**src/rtl/icosoc_spi_slave_fifo_pkg.sv**
```systemverilog
// Shared constants and types for the SPI slave word-buffering stage:
// register map, status/control bit positions and the bus decode types.
package icosoc_spi_slave_fifo_pkg;

    localparam logic [7:0] ADDR_STATUS = 8'h00;
    localparam logic [7:0] ADDR_TXDATA = 8'h04;
    localparam logic [7:0] ADDR_RXDATA = 8'h08;
    localparam logic [7:0] ADDR_CTRL   = 8'h0C;

    localparam int ST_RX_CNT_LSB = 0;
    localparam int ST_TX_CNT_LSB = 8;
    localparam int ST_RX_OVF     = 16;
    localparam int ST_TX_UNF     = 17;
    localparam int ST_TX_OVF     = 18;

    localparam int CTRL_FLUSH_RX  = 0;
    localparam int CTRL_FLUSH_TX  = 1;
    localparam int CTRL_CLR_FLAGS = 2;

    typedef enum logic [1:0] {
        BUS_IDLE,
        BUS_READ,
        BUS_WRITE
    } bus_op_e;

    typedef struct packed {
        logic tx_ovf;
        logic tx_unf;
        logic rx_ovf;
    } flags_t;

    function automatic logic [31:0] pack_status(
        input logic [7:0] rx_cnt,
        input logic [7:0] tx_cnt,
        input flags_t     f
    );
        logic [31:0] s;
        s = '0;
        s[ST_RX_CNT_LSB +: 8] = rx_cnt;
        s[ST_TX_CNT_LSB +: 8] = tx_cnt;
        s[ST_RX_OVF]          = f.rx_ovf;
        s[ST_TX_UNF]          = f.tx_unf;
        s[ST_TX_OVF]          = f.tx_ovf;
        return s;
    endfunction

endpackage

```
**src/rtl/icosoc_sync_fifo32.sv**
```systemverilog
// 32-bit synchronous FIFO with a registered first-word-fall-through head.
// Flush wins over push/pop; a push alongside a pop is accepted when full.
module icosoc_sync_fifo32 #(
    parameter int DEPTH = 16
) (
    input  logic                     clk,
    input  logic                     reset,
    input  logic                     push,
    input  logic                     pop,
    input  logic                     flush,
    input  logic [31:0]              din,
    output logic [31:0]              dout,
    output logic [$clog2(DEPTH):0]   count,
    output logic                     full,
    output logic                     empty
);

    localparam int AW = $clog2(DEPTH);
    localparam int CW = AW + 1;

    logic [31:0]   mem_q [DEPTH];
    logic [AW-1:0] wr_q, wr_d;
    logic [AW-1:0] rd_q, rd_d;
    logic [CW-1:0] cnt_q, cnt_d;
    logic [CW-1:0] cnt_after_pop;
    logic [31:0]   head_q, head_d;
    logic          do_push;
    logic          do_pop;

    assign empty = (cnt_q == '0);
    assign full  = (cnt_q == CW'(DEPTH));
    assign dout  = head_q;
    assign count = cnt_q;

    // Next pointers, count and head; head bypasses din when the FIFO
    // would otherwise be empty so the word shows one edge after push.
    always_comb begin
        do_pop        = pop & ~empty & ~flush;
        do_push       = push & (~full | do_pop) & ~flush;
        wr_d          = wr_q;
        rd_d          = rd_q;
        cnt_d         = cnt_q;
        head_d        = head_q;
        cnt_after_pop = cnt_q - CW'(do_pop);
        if (flush) begin
            wr_d   = '0;
            rd_d   = '0;
            cnt_d  = '0;
            head_d = '0;
        end else begin
            if (do_push) wr_d = wr_q + AW'(1);
            if (do_pop)  rd_d = rd_q + AW'(1);
            cnt_d = cnt_after_pop + CW'(do_push);
            if (cnt_d == '0) begin
                head_d = '0;
            end else if (cnt_after_pop == '0) begin
                head_d = din;
            end else begin
                head_d = mem_q[rd_d];
            end
        end
    end

    // Storage array; contents are don't-care until written.
    always_ff @(posedge clk) begin
        if (do_push) mem_q[wr_q] <= din;
    end

    // Pointer, count and head registers.
    always_ff @(posedge clk or posedge reset) begin
        if (reset) begin
            wr_q   <= '0;
            rd_q   <= '0;
            cnt_q  <= '0;
            head_q <= '0;
        end else begin
            wr_q   <= wr_d;
            rd_q   <= rd_d;
            cnt_q  <= cnt_d;
            head_q <= head_d;
        end
    end

endmodule

```
**src/rtl/icosoc_spi_slave_fifo.sv**
```systemverilog
// SPI slave TX/RX word buffers behind the icosoc ctrl register window,
// with sticky error flags and a level interrupt.
module icosoc_spi_slave_fifo
    import icosoc_spi_slave_fifo_pkg::*;
#(
    parameter int DEPTH     = 16,
    parameter int RX_THRESH = 1
) (
    input  logic        clk,
    input  logic        reset,
    input  logic        ctrl_wr,
    input  logic        ctrl_rd,
    input  logic [7:0]  ctrl_addr,
    input  logic [31:0] ctrl_wdat,
    output logic [31:0] ctrl_rdat,
    output logic        ctrl_done,
    input  logic        rx_valid,
    input  logic [31:0] rx_data,
    input  logic        tx_req,
    output logic [31:0] tx_data,
    output logic        tx_empty,
    output logic        irq
);

    localparam int CW = $clog2(DEPTH) + 1;
    localparam logic [CW-1:0] THRESH = CW'(RX_THRESH);

    bus_op_e       op;
    logic          done_q, done_d;
    logic [31:0]   rdat_q, rdat_d;
    flags_t        flg_q, flg_d;
    logic          irq_q, irq_d;

    logic          tx_push, rx_pop, ctl_wr;
    logic          flush_rx, flush_tx, clr_flags;

    logic [31:0]   rx_dout, tx_dout;
    logic [CW-1:0] rx_cnt, tx_cnt;
    logic          rx_full, rx_empty, tx_full, tx_empty_w;

    icosoc_sync_fifo32 #(.DEPTH(DEPTH)) u_rx_fifo (
        .clk   (clk),
        .reset (reset),
        .push  (rx_valid),
        .pop   (rx_pop),
        .flush (flush_rx),
        .din   (rx_data),
        .dout  (rx_dout),
        .count (rx_cnt),
        .full  (rx_full),
        .empty (rx_empty)
    );

    icosoc_sync_fifo32 #(.DEPTH(DEPTH)) u_tx_fifo (
        .clk   (clk),
        .reset (reset),
        .push  (tx_push),
        .pop   (tx_req),
        .flush (flush_tx),
        .din   (ctrl_wdat),
        .dout  (tx_dout),
        .count (tx_cnt),
        .full  (tx_full),
        .empty (tx_empty_w)
    );

    // Accept a request only while no acknowledge is outstanding; read wins.
    always_comb begin
        op = BUS_IDLE;
        if (!done_q) begin
            if (ctrl_rd)      op = BUS_READ;
            else if (ctrl_wr) op = BUS_WRITE;
        end
    end

    // Address decode into FIFO and control strobes.
    always_comb begin
        tx_push   = 1'b0;
        rx_pop    = 1'b0;
        ctl_wr    = 1'b0;
        if (op == BUS_WRITE) begin
            tx_push = (ctrl_addr == ADDR_TXDATA);
            ctl_wr  = (ctrl_addr == ADDR_CTRL);
        end
        if (op == BUS_READ) begin
            rx_pop  = (ctrl_addr == ADDR_RXDATA);
        end
        flush_rx  = ctl_wr & ctrl_wdat[CTRL_FLUSH_RX];
        flush_tx  = ctl_wr & ctrl_wdat[CTRL_FLUSH_TX];
        clr_flags = ctl_wr & ctrl_wdat[CTRL_CLR_FLAGS];
    end

    // Read data mux, captured on the accept edge.
    always_comb begin
        rdat_d = '0;
        if (op == BUS_READ) begin
            case (ctrl_addr)
                ADDR_STATUS: rdat_d = pack_status(8'(rx_cnt), 8'(tx_cnt), flg_q);
                ADDR_TXDATA: rdat_d = tx_dout;
                ADDR_RXDATA: rdat_d = rx_dout;
                default:     rdat_d = '0;
            endcase
        end
        done_d = (op != BUS_IDLE);
    end

    // Sticky flags; a flush suppresses its FIFO's flag, clear beats set.
    always_comb begin
        flg_d = flg_q;
        if (rx_valid & rx_full & ~rx_pop & ~flush_rx)   flg_d.rx_ovf = 1'b1;
        if (tx_req & tx_empty_w & ~flush_tx)            flg_d.tx_unf = 1'b1;
        if (tx_push & tx_full & ~tx_req & ~flush_tx)    flg_d.tx_ovf = 1'b1;
        if (clr_flags) flg_d = '0;
        irq_d = (rx_cnt >= THRESH) | flg_q.rx_ovf | flg_q.tx_unf | flg_q.tx_ovf;
    end

    // Handshake, read data, flag and interrupt registers.
    always_ff @(posedge clk or posedge reset) begin
        if (reset) begin
            done_q <= 1'b0;
            rdat_q <= '0;
            flg_q  <= '0;
            irq_q  <= 1'b0;
        end else begin
            done_q <= done_d;
            rdat_q <= rdat_d;
            flg_q  <= flg_d;
            irq_q  <= irq_d;
        end
    end

    assign ctrl_done = done_q;
    assign ctrl_rdat = rdat_q;
    assign tx_data   = tx_dout;
    assign tx_empty  = tx_empty_w;
    assign irq       = irq_q;

endmodule

```
**config.mk**
```make
export PLATFORM = sky130hd
export DESIGN_NAME = icosoc_spi_slave_fifo
export DESIGN_NICKNAME = d
export VERILOG_FILES = /design/src/rtl/icosoc_spi_slave_fifo_pkg.sv /design/src/rtl/icosoc_sync_fifo32.sv /design/src/rtl/icosoc_spi_slave_fifo.sv
export SDC_FILE = /design/constraint.sdc
export NUM_CORES = 1
export LEC_CHECK = 0
export CAP_MARGIN = 20
export CORE_ASPECT_RATIO = 0.8
export CORE_MARGIN = 2
export CORE_UTILIZATION = 40
export CTS_CLUSTER_DIAMETER = 150
export DETAILED_ROUTE_END_ITERATION = 16
export DONT_BUFFER_PORTS = 1
export HOLD_SLACK_MARGIN = 0.02
export PLACE_DENSITY = 0.64
export SLEW_MARGIN = 20
export SYNTH_ARGS = -nofsm -noshare
export SYNTH_HDL_FRONTEND = slang
export SYNTH_SLANG_ARGS = --single-unit
```
**constraint.sdc**
```tcl
create_clock -name clk -period 9.9 [get_ports clk]
set_input_delay 2.97 -clock clk [delete_from_list [all_inputs] [get_ports clk]]
set_output_delay 2.97 -clock clk [all_outputs]
set_load 0.02 [all_outputs]
```
; Word level (Yosys, flattened, before mapping)
; Memories as Yosys holds them, arrays and structs flattened.
; Cells that the tools add are included.
; Widths: inputs -> output; s select.
[op_classes]
reduce_logical = 13
n_addsub = 8
bitwise_logic = 32
n_lt_le_gt_ge = 1
eq_ne = 7
muxes = 34
[op_table]
columns = operator, n
row1 = $mux 32, 7
row2 = $pmux 32 s3, 1
row3 = $mux 4, 10
row4 = $logic_not 5->1, 6
row5 = $and 1x1->1, 19
row6 = $add 4x1->4 const B, 4
row7 = $eq 8x4->1 const B, 2
row8 = $reduce_bool 2->1, 6
row9 = $add 5x1->5, 2
row10 = $eq 5x5->1 const B, 2
row11 = $mux 1, 10
row12 = $mux 5, 2
row13 = $sub 5x1->5, 2
row14 = $eq 8x3->1 const B, 1
row15 = $logic_not 8->1, 1
row16 = $not 1->1, 8
row17 = $mux 2, 3
row18 = $ge 5x1->1 const B, 1
row19 = $or 1x1->1, 5
row20 = $mux 3, 1
row21 = $eq 2x1->1 const B, 1
row22 = $eq 2x2->1 const B, 1
[totals]
input_bits = 78
register_bits = 127
ram_bits = 1024
out_inout_bits = 67
elab_cells = 111
memories = 2
[mem_list]
columns = name, depth, word_bits, rd, rd_clocked_by_memory_dff, write_ports, line
row1 = u_rx_fifo.mem_q, 16, 32, 1, 0, 1, icosoc_sync_fifo32.sv:21  ; logic [31:0] mem_q [DEPTH];
row2 = u_tx_fifo.mem_q, 16, 32, 1, 0, 1, icosoc_sync_fifo32.sv:21

; Logic depth before layout (Yosys ltp)
; Gate-level depths: netlist of the first run.
[depth]
ltp_word = 15
depth_mapped = 18
mapped_depth_nobuf = 15

; Hierarchy
; Synthesis of the first run repeated with hierarchy kept, for this count alone.
[unflattened]
cells_unflattened = 3345
area_unflattened_um2 = 52078.7
[by_module_without_submodules]
columns = mod, area_per_inst_um2, cells_each, n_inst, seq_area_each_um2
row1 = icosoc_sync_fifo32, 25077.8, 1572, 2, 16500.8
row2 = icosoc_spi_slave_fifo, 1923.1, 201, 1, 925.9

; Least setup slack after synthesis of the first run
; No wires, ideal clock.
[synth_timing]
kind = in2reg
startpoint = input port ctrl_addr[1]
endpoint = memory u_tx_fifo.mem_q[7][0], enable pin
path_buffers = 1
path_slack_ns = 2.394
required_time_ns = 9.439
setup_time_ns = 0.461
stages = 8
arrival_time_ns = 7.045
path_cell_list = or4_1 -> or2_2 -> nor3b_1 -> inv_1 -> nor3_1 -> clkbuf_1 -> nand2_1 -> nor3_1
[synth_between]
elab_chain_cells = 10
word_cells_on_any_way = 12
cone_classes = 2 x eq/ne / 4 x mux / 6 x bitwise
[synth_lines]
columns = element, line
row1 = from (decl), icosoc_spi_slave_fifo.sv:13  ; input logic [7:0] ctrl_addr,
row2 = $eq 8x4->1, icosoc_spi_slave_fifo.sv:83  ; ctl_wr = (ctrl_addr == ADDR_CTRL);
row3 = $mux 1, icosoc_spi_slave_fifo.sv:81  ; if (op == BUS_WRITE) begin
row4 = $and 1x1->1, icosoc_spi_slave_fifo.sv:89  ; flush_tx = ctl_wr & ctrl_wdat[CTRL_FLUSH_TX];
row5 = $not 1->1, "icosoc_sync_fifo32.sv:38, icosoc_sync_fifo32.sv:39"
row6 = $and 1x1->1, icosoc_sync_fifo32.sv:38  ; do_pop = pop & ~empty & ~flush;
row7 = $or 1x1->1, icosoc_sync_fifo32.sv:39  ; do_push = push & (~full | do_pop) & ~flush;
row8 = $and 1x1->1, icosoc_sync_fifo32.sv:39
row9 = $and 1x1->1 *, icosoc_sync_fifo32.sv:39
row10 = $mux 1 *, icosoc_sync_fifo32.sv:66  ; if (do_push) mem_q[wr_q] <= din;
row11 = $mux 1 (not written as such) *, icosoc_sync_fifo32.sv:66
row12 = to (decl), icosoc_sync_fifo32.sv:21
; Every way passes the cells marked *; elsewhere a longest branch is shown, timed or not.

; Final worst setup path of the first run
[layout_timing]
startpoint = input port ctrl_addr[1]
endpoint = register u_rx_fifo.head_q[27] (netlist: u_rx_fifo.dout[27])
[layout_between]
elab_chain_cells = 12
word_cells_on_any_way = 21
cone_classes = 2 x add/sub / 2 x eq/ne / 7 x mux / 7 x bitwise / 2 x reduce/logical / 1 x memory
[layout_lines]
columns = element, line
row1 = branches (longest 11 deep; another with $sub 5x1->5), n/a
row2 = $mux 32 *, icosoc_sync_fifo32.sv:45  ; if (flush) begin
row3 = via u_rx_fifo.head_d[27], icosoc_sync_fifo32.sv:26  ; logic [31:0] head_q, head_d;
row4 = to (signal assigned), icosoc_sync_fifo32.sv:75  ; head_q <= '0;
row5 = to (signal assigned), icosoc_sync_fifo32.sv:80  ; head_q <= head_d;
row6 = to (decl), icosoc_sync_fifo32.sv:26
; Mark *: on every way through the listed nets, which the timed path passes. The select of a mux whose other input is x is not followed.
; A chain may end at the register's enable or synchronous reset.

==> results of run 1 <==
metal layers:
metal  share of wire  wire length (microns)
met2            0.43                  51500
met4           0.019                   2280
met3            0.11                  13100
met5         0.00057                     68
met1            0.44                  52600
power groups by stage:
stage,registers [mW],clock network [mW],logic (mW)
floorplan,5.98,0,2.28
CTS,6.15,4.33,3.18
detailed placement,6.25,0,3.17
global placement,6.24,0,3.13
finish,6.15,4.26,3.19
global route,6.18,4.50,3.48
layout by cell type, fill, tap and decap left out, drive strengths merged, types with 62 or more instances in the layout:
cell	count
edfxtp	1024
nand2	628
mux2i	248
clkbuf	161
nand3	140
dfrtp	127
and2	87
nor2	84
a21oi	81
a31oi	68
a32oi	64
a211oi	62
synthesized netlist by cell type, types with 7 or more instances:
| library cell | count |
|---|---|
| a2111oi_0 | 61 |
| a211o_1 | 31 |
| a211oi_1 | 62 |
| a21oi_1 | 81 |
| a22oi_1 | 20 |
| a31oi_1 | 67 |
| a32oi_1 | 64 |
| and2_1 | 86 |
| buf_2 | 67 |
| buf_4 | 8 |
| clkbuf_1 | 106 |
| dfrtp_1 | 127 |
| edfxtp_1 | 1024 |
| ha_1 | 18 |
| inv_1 | 19 |
| mux2i_1 | 247 |
| nand2_1 | 628 |
| nand3_1 | 140 |
| nand4_1 | 36 |
| nor2_1 | 82 |
| nor2b_1 | 13 |
| nor3_1 | 13 |
| o21ai_0 | 7 |
| xnor2_1 | 12 |
| xor2_1 | 8 |
logic make-up (layout without fill, tap and decap cells):
| logic type | count (synthesis) | after routing | share of synthesized area |
|---|---|---|---|
| other cells | 0 | 1 | 0 |
| xor+xnor | 24 | 24 | 0.00552 |
| fa+ha+maj | 18 | 18 | 0.00495 |
| flops | 1151 | 1151 | 0.745 |
| mux | 255 | 255 | 0.0576 |
| compound gates | 417 | 417 | 0.0668 |
| simple gates | 1037 | 1037 | 0.101 |
| buf+inv | 205 | 293 | 0.0194 |
sequential cells by signal, indices dropped and copies added, names as in the netlist, 3 cells and up:
name,count
u_rx_fifo.mem_q,512
u_tx_fifo.mem_q,512
ctrl_rdat,32
u_rx_fifo.dout,32
u_tx_fifo.dout,32
u_rx_fifo.count,5
u_tx_fifo.count,5
u_rx_fifo.rd_q,4
u_rx_fifo.wr_q,4
u_tx_fifo.rd_q,4
u_tx_fifo.wr_q,4
flg_q,3
through the flow:
stage | power (mW) | setup WS [ps] | cell area [sq um] | util
after floorplan | 8.26 | 2390 | 45500 | -
after global placement | 9.38 | 1750 | 47300 | 0.420
after global routing | 14.2 | 1730 | 51100 | 0.453
after detailed placement | 9.41 | 1530 | 47300 | 0.420
after CTS | 13.7 | 2250 | 51000 | 0.453
final | 13.6 | 2160 | 51100 | 0.453
area by class of cell:
| class | count | area [sq um] |
|---|---|---|
| diodes | 1 | 2.50 |
| clock buffers | 161 | 3160 |
| clock inverters | 52 | 526 |
| fillers | 9711 | 61700 |
| inverters | 20 | 80.1 |
| multi-input cells | 1751 | 11000 |
| flip-flops and latches | 1151 | 33900 |
| well taps | 1512 | 1890 |
| repair buffers | 60 | 513 |
final timing paths:
kind | endpoint | cells past startpoint
worst max-delay path | u_rx_fifo.dout[27]$_DFF_PP0_ | 14
worst min-delay path | ctrl_rdat[30]$_DFF_PP0_ | 2
worst max register to register | u_rx_fifo.dout[27]$_DFF_PP0_ | 15
worst min register to register | ctrl_rdat[30]$_DFF_PP0_ | 2
max in group asynchronous | ctrl_rdat[7]$_DFF_PP0_ | 2
min in group asynchronous | ctrl_done$_DFF_PP0_ | 1
critical path: stages:
cell,delay [ps]
or4_1,740
nor4_2,570
and2_1,190
buf_4,220
nor2_1,110
ha_1,270
ha_1,250
or4_1,470
nand2_1,100
xnor2_1,90
a41oi_1,490
nand3_2,880
a2111oi_0,800
a211o_1,170
==> metrics.cfg, run 1 <==
[grt]
grt_pass1_vias=25200
grt_use_met2=0.288
use_met1=0.289
gr-max-usage-layer=met1
grt_antenna_before_repair=4
overflow=0
use_met3=0.0745
grt_max_degree=185
grt.total_usage=0.201
grt_pass1_wl_mm=173

[min_path]
min-delay-start=u_rx_fifo.dout[30]$_DFF_PP0_
hp-class=flip-flop to flip-flop

[power_and_ir_drop]
switching_share=0.327
combPwrFrac=0.235
power_frac_seq=0.452
max-vdd-ir-drop_uv=316
p_leak_nw=16.9
clkPwrFrac=0.313
power.switching_mw=4.45
power.internal_mw=9.15
power_density_nw_per_um2=266

[detailed_routing]
wl_per_cell_microns=25.4
vias_per_cell=5.60
drt-total-wl_mm=120
drt_iter0_markers=2810
drc_errors=0
vias=26400
detail-route-antenna-nets=0
dr.pass1.iters=5

[timing]
skew_ps=37.0
hold_viol=0
finalSetupViolCount=0
max_freq_mhz=129
relSlewSlack=0.232
rsz0062_at_grt=no
drv_slew=0
holdWs_ps=519
fin_setup_tns_ps=0
tightest_slew_ps=1130
fin_crit_ps=7740
min_period_over_period=0.781

[synth]
syn_nets=3203
synth_edf_count=1024
ys_async_sr_fraction=0.110
ys_seq_elements=1151
synth_cell_types=66
syn_inst=3107
ys_warn_count=0
yosys.area.top_type=edfxtp_1
ys_seq_area_frac=0.745
syn-cell-area_sq_um=45500
netlist_top_cells_area=edfxtp_1, dfrtp_1, mux2i_1
syn_area_per_cell_sq_um=14.7
netlist.area_leader.share=0.675
synth_flop_cell=edfxtp_1

[clock_network]
cts_resized=0
cts_max_level=3
clk_path_buf_depth=3
cts_tree=built
cts_hold_buf=0
clock_latency_ps=690
cts_buffers=112
cts_setup_buffers=0
cts_sinks=1151
cts-root-buf=clkbuf_16
clk_pin_slew_ps=60

[worst_setup_path]
r2r_start=ctrl_done$_DFF_PP0_
cp.required_ps=10530
crit_start=ctrl_addr[1]
critPathMaxFanout=31
worst-setup-path-type=primary input to flip-flop
crit_path_start_kind=primary input
r2r_setup_slack_ps=4050
worstSetupEndpointType=flip-flop
cp.arrival_ps=8360

[layout]
syn_to_final_growth_pct=12.1
instances_no_fill=4708
drive_gt1_frac=0.0908
nets=3192

[placement]
gp_congestion=0.796
io_buffers=0
dp.cells=4494
hpwl_mm=65.3

[die]
ios=145
die_y_microns=306
die_area_sq_um=117000
start_util=0.404
core_sq_um=113000
rows=110
die_x_microns=381

[job]
drv_cap=0

[status]
status=complete, no violations

No activity file was read; power rests on OpenSTA's default activity.
==> inputs of run 2 (changes only) <==
Clock period 9.9 ns to 7.6 ns, I/O delays scaled along.
==> metrics.cfg, run 2 (synthesis results as in run 1) <==
[status]
status=complete, no violations

[layout]
largest_registers=u_rx_fifo.mem_q x512, u_tx_fifo.mem_q x512
nets=3230  ; +1.2%
instances_no_fill=4743  ; +0.74%
syn_to_final_growth_pct=13.1
drive_gt1_frac=0.103  ; +0.0123
mostFrequentLayoutCell=edfxtp_1
final_cell_mix=edfxtp_1, nand2_1, mux2i_1

[placement]
hpwl_mm=70.3  ; +7.8%
gp_congestion=0.803  ; +0.93%
place_ws_ps=701  ; -833 ps
io_buffers=0  ; unchanged
dp.cells=4535  ; +0.91%

[grt]
grt.total_usage=0.206  ; +0.00570
grt_pass1_wl_mm=177  ; +2.5%
overflow=0  ; unchanged
grt_antenna_before_repair=4  ; unchanged
grt_max_degree=101  ; -45%
grt_pass1_vias=25500  ; +0.90%

[die]
die_y_microns=306  ; unchanged
ios=145  ; unchanged
core_sq_um=113000  ; unchanged
start_util=0.404  ; unchanged
die_area_sq_um=117000  ; unchanged
rows=110  ; unchanged
die_x_microns=381  ; unchanged

[power_and_ir_drop]
max-vdd-ir-drop_uv=286  ; -9.5%
total_power_mw=17.9  ; +32%
switching_share=0.326  ; -0.00141
power_density_nw_per_um2=348  ; +31%
power.internal_mw=12.1  ; +32%
power_frac_seq=0.448  ; -0.004
combPwrFrac=0.240  ; +0.005
clkPwrFrac=0.312  ; about the same
power.switching_mw=5.84  ; +31%
p_leak_nw=17.2  ; +1.6%

[worst_setup_path]
worstSetupEndpointType=flip-flop
crit_path_start_kind=primary input
critPathSlowestCell=or4_1
cp_cell_sequence=or4_1 -> nor4_2 -> and2_1 -> nor2_1 -> ha_1 -> ha_1 -> or4_1 -> nand2_1 -> xnor2_1 -> a41oi_1 -> buf_4 -> nand3_2 -> buf_12 -> a2111oi_0 -> a211o_1
critPathMaxFanout=18  ; -42%
cp.arrival_ps=6880  ; -1480 ps
cp.required_ps=8210  ; -2320 ps
worst-setup-path-type=primary input to flip-flop
critical-path-max-stage-delay_ps=730  ; -150 ps

[min_path]
hp-class=flip-flop to flip-flop

[clock_network]
clock_latency_ps=690  ; about the same
clk_path_buf_depth=3  ; unchanged
cts-root-buf=clkbuf_16
cts_resized=0  ; unchanged
cts_hold_buf=0  ; unchanged
clk_pin_slew_ps=60  ; about the same
cts_max_level=3  ; unchanged
cts_buffers=109  ; -2.7%
cts_sinks=1151  ; unchanged
cts_setup_buffers=0  ; unchanged
cts_tree=built

[detailed_routing]
dr.pass1.iters=5  ; unchanged
wl_per_cell_microns=25.7  ; +1.4%
drt-total-wl_mm=122  ; +2.1%
drc_errors=0  ; unchanged
vias=26600  ; +0.75%
vias_per_cell=5.60  ; about the same
drt_iter0_markers=2885  ; +2.7%
detail-route-antenna-nets=0  ; unchanged

[timing]
finalSetupViolCount=0  ; unchanged
skew_ps=42.3  ; +5.33 ps
max_freq_mhz=159
drv_slew=0  ; unchanged
fin_crit_ps=6280
fin_setup_tns_ps=0  ; unchanged
rsz0062_at_grt=no
holdWs_ps=487  ; -32.1 ps
min_period_over_period=0.826
hold_viol=0  ; unchanged
setup_slack_ps=1320  ; -841 ps
tightest_slew_ps=1160  ; +28.1 ps
relSlewSlack=0.227  ; -0.00484

[job]
drv_cap=0  ; unchanged

[run 2: cell count changes in the layout (fill, tap and decap cells not counted), moves of 3 or more]
| cell | delta |
|---|---|
| and2_2 | +3 |
| clkinvlp_4 | -3 |
| buf_4 | +31 |
| buf_12 | +10 |
| clkbuf_1 | -10 |
| clkinv_4 | +3 |
| clkbuf_16 | -4 |
| bufinv_16 | +4 |
| clkinv_2 | +4 |
| and2_4 | -3 |
[run 2: area by class of cell]
type | count | area [sq um]
antenna | 1 | 2.50
inverter | 20 | 80.1
sequential | 1151 | 33900
clock buffer | 146 | 3010
timing repair buffer | 101 | 946
tap | 1512 | 1890
multi-input combinational | 1751 | 10900
fill | 9698 | 61200
clock inverter | 61 | 691
[run 2: routing by layer]
metal  GRT usage  wire (microns)
met4      0.0510            2410
met2       0.294           52300
met1       0.302           54300
met5           0              34
met3      0.0706           13000
[run 2: worst max-delay path: cells and delay by family]
kind            cells  cell delay [ps]
compound gates      3              840
fa+ha+maj           2              470
simple gates        7             2650
xor+xnor            1               80
buf+inv             2              540
[run 2: stage by stage]
stage | utilization | area (sq um)
detailed placement | 0.424 | 47800
finish | 0.457 | 51500
global placement | 0.424 | 47800
floorplan | - | 45500
global route | 0.457 | 51500
CTS | 0.457 | 51500
[run 2: path summary, 6_finish.rpt]
check                                             from                           end  slack [ps]  cells after the start
max                                       ctrl_addr[1]  u_rx_fifo.dout[28]$_DFF_PP0_        1320                     15
min                        u_rx_fifo.dout[4]$_DFF_PP0_        ctrl_rdat[4]$_DFF_PP0_         490                      2
max reg2reg                        ctrl_done$_DFF_PP0_  u_rx_fifo.dout[28]$_DFF_PP0_        2520                     15
min reg2reg                u_rx_fifo.dout[4]$_DFF_PP0_        ctrl_rdat[4]$_DFF_PP0_         490                      2
max in group asynchronous                        reset   u_tx_fifo.dout[3]$_DFF_PP0_        4810                      2
min in group asynchronous                        reset           ctrl_done$_DFF_PP0_        1600                      1
[run 2: power groups by stage]
stage | combinational, mW | clock, mW | sequential (mW)
after floorplan | 2.97 | 0 | 7.79
after global placement | 4.22 | 0 | 8.15
after detailed placement | 4.26 | 0 | 8.14
after CTS | 4.28 | 5.66 | 8.01
after global routing | 4.70 | 5.91 | 8.06
final | 4.29 | 5.59 | 8.02
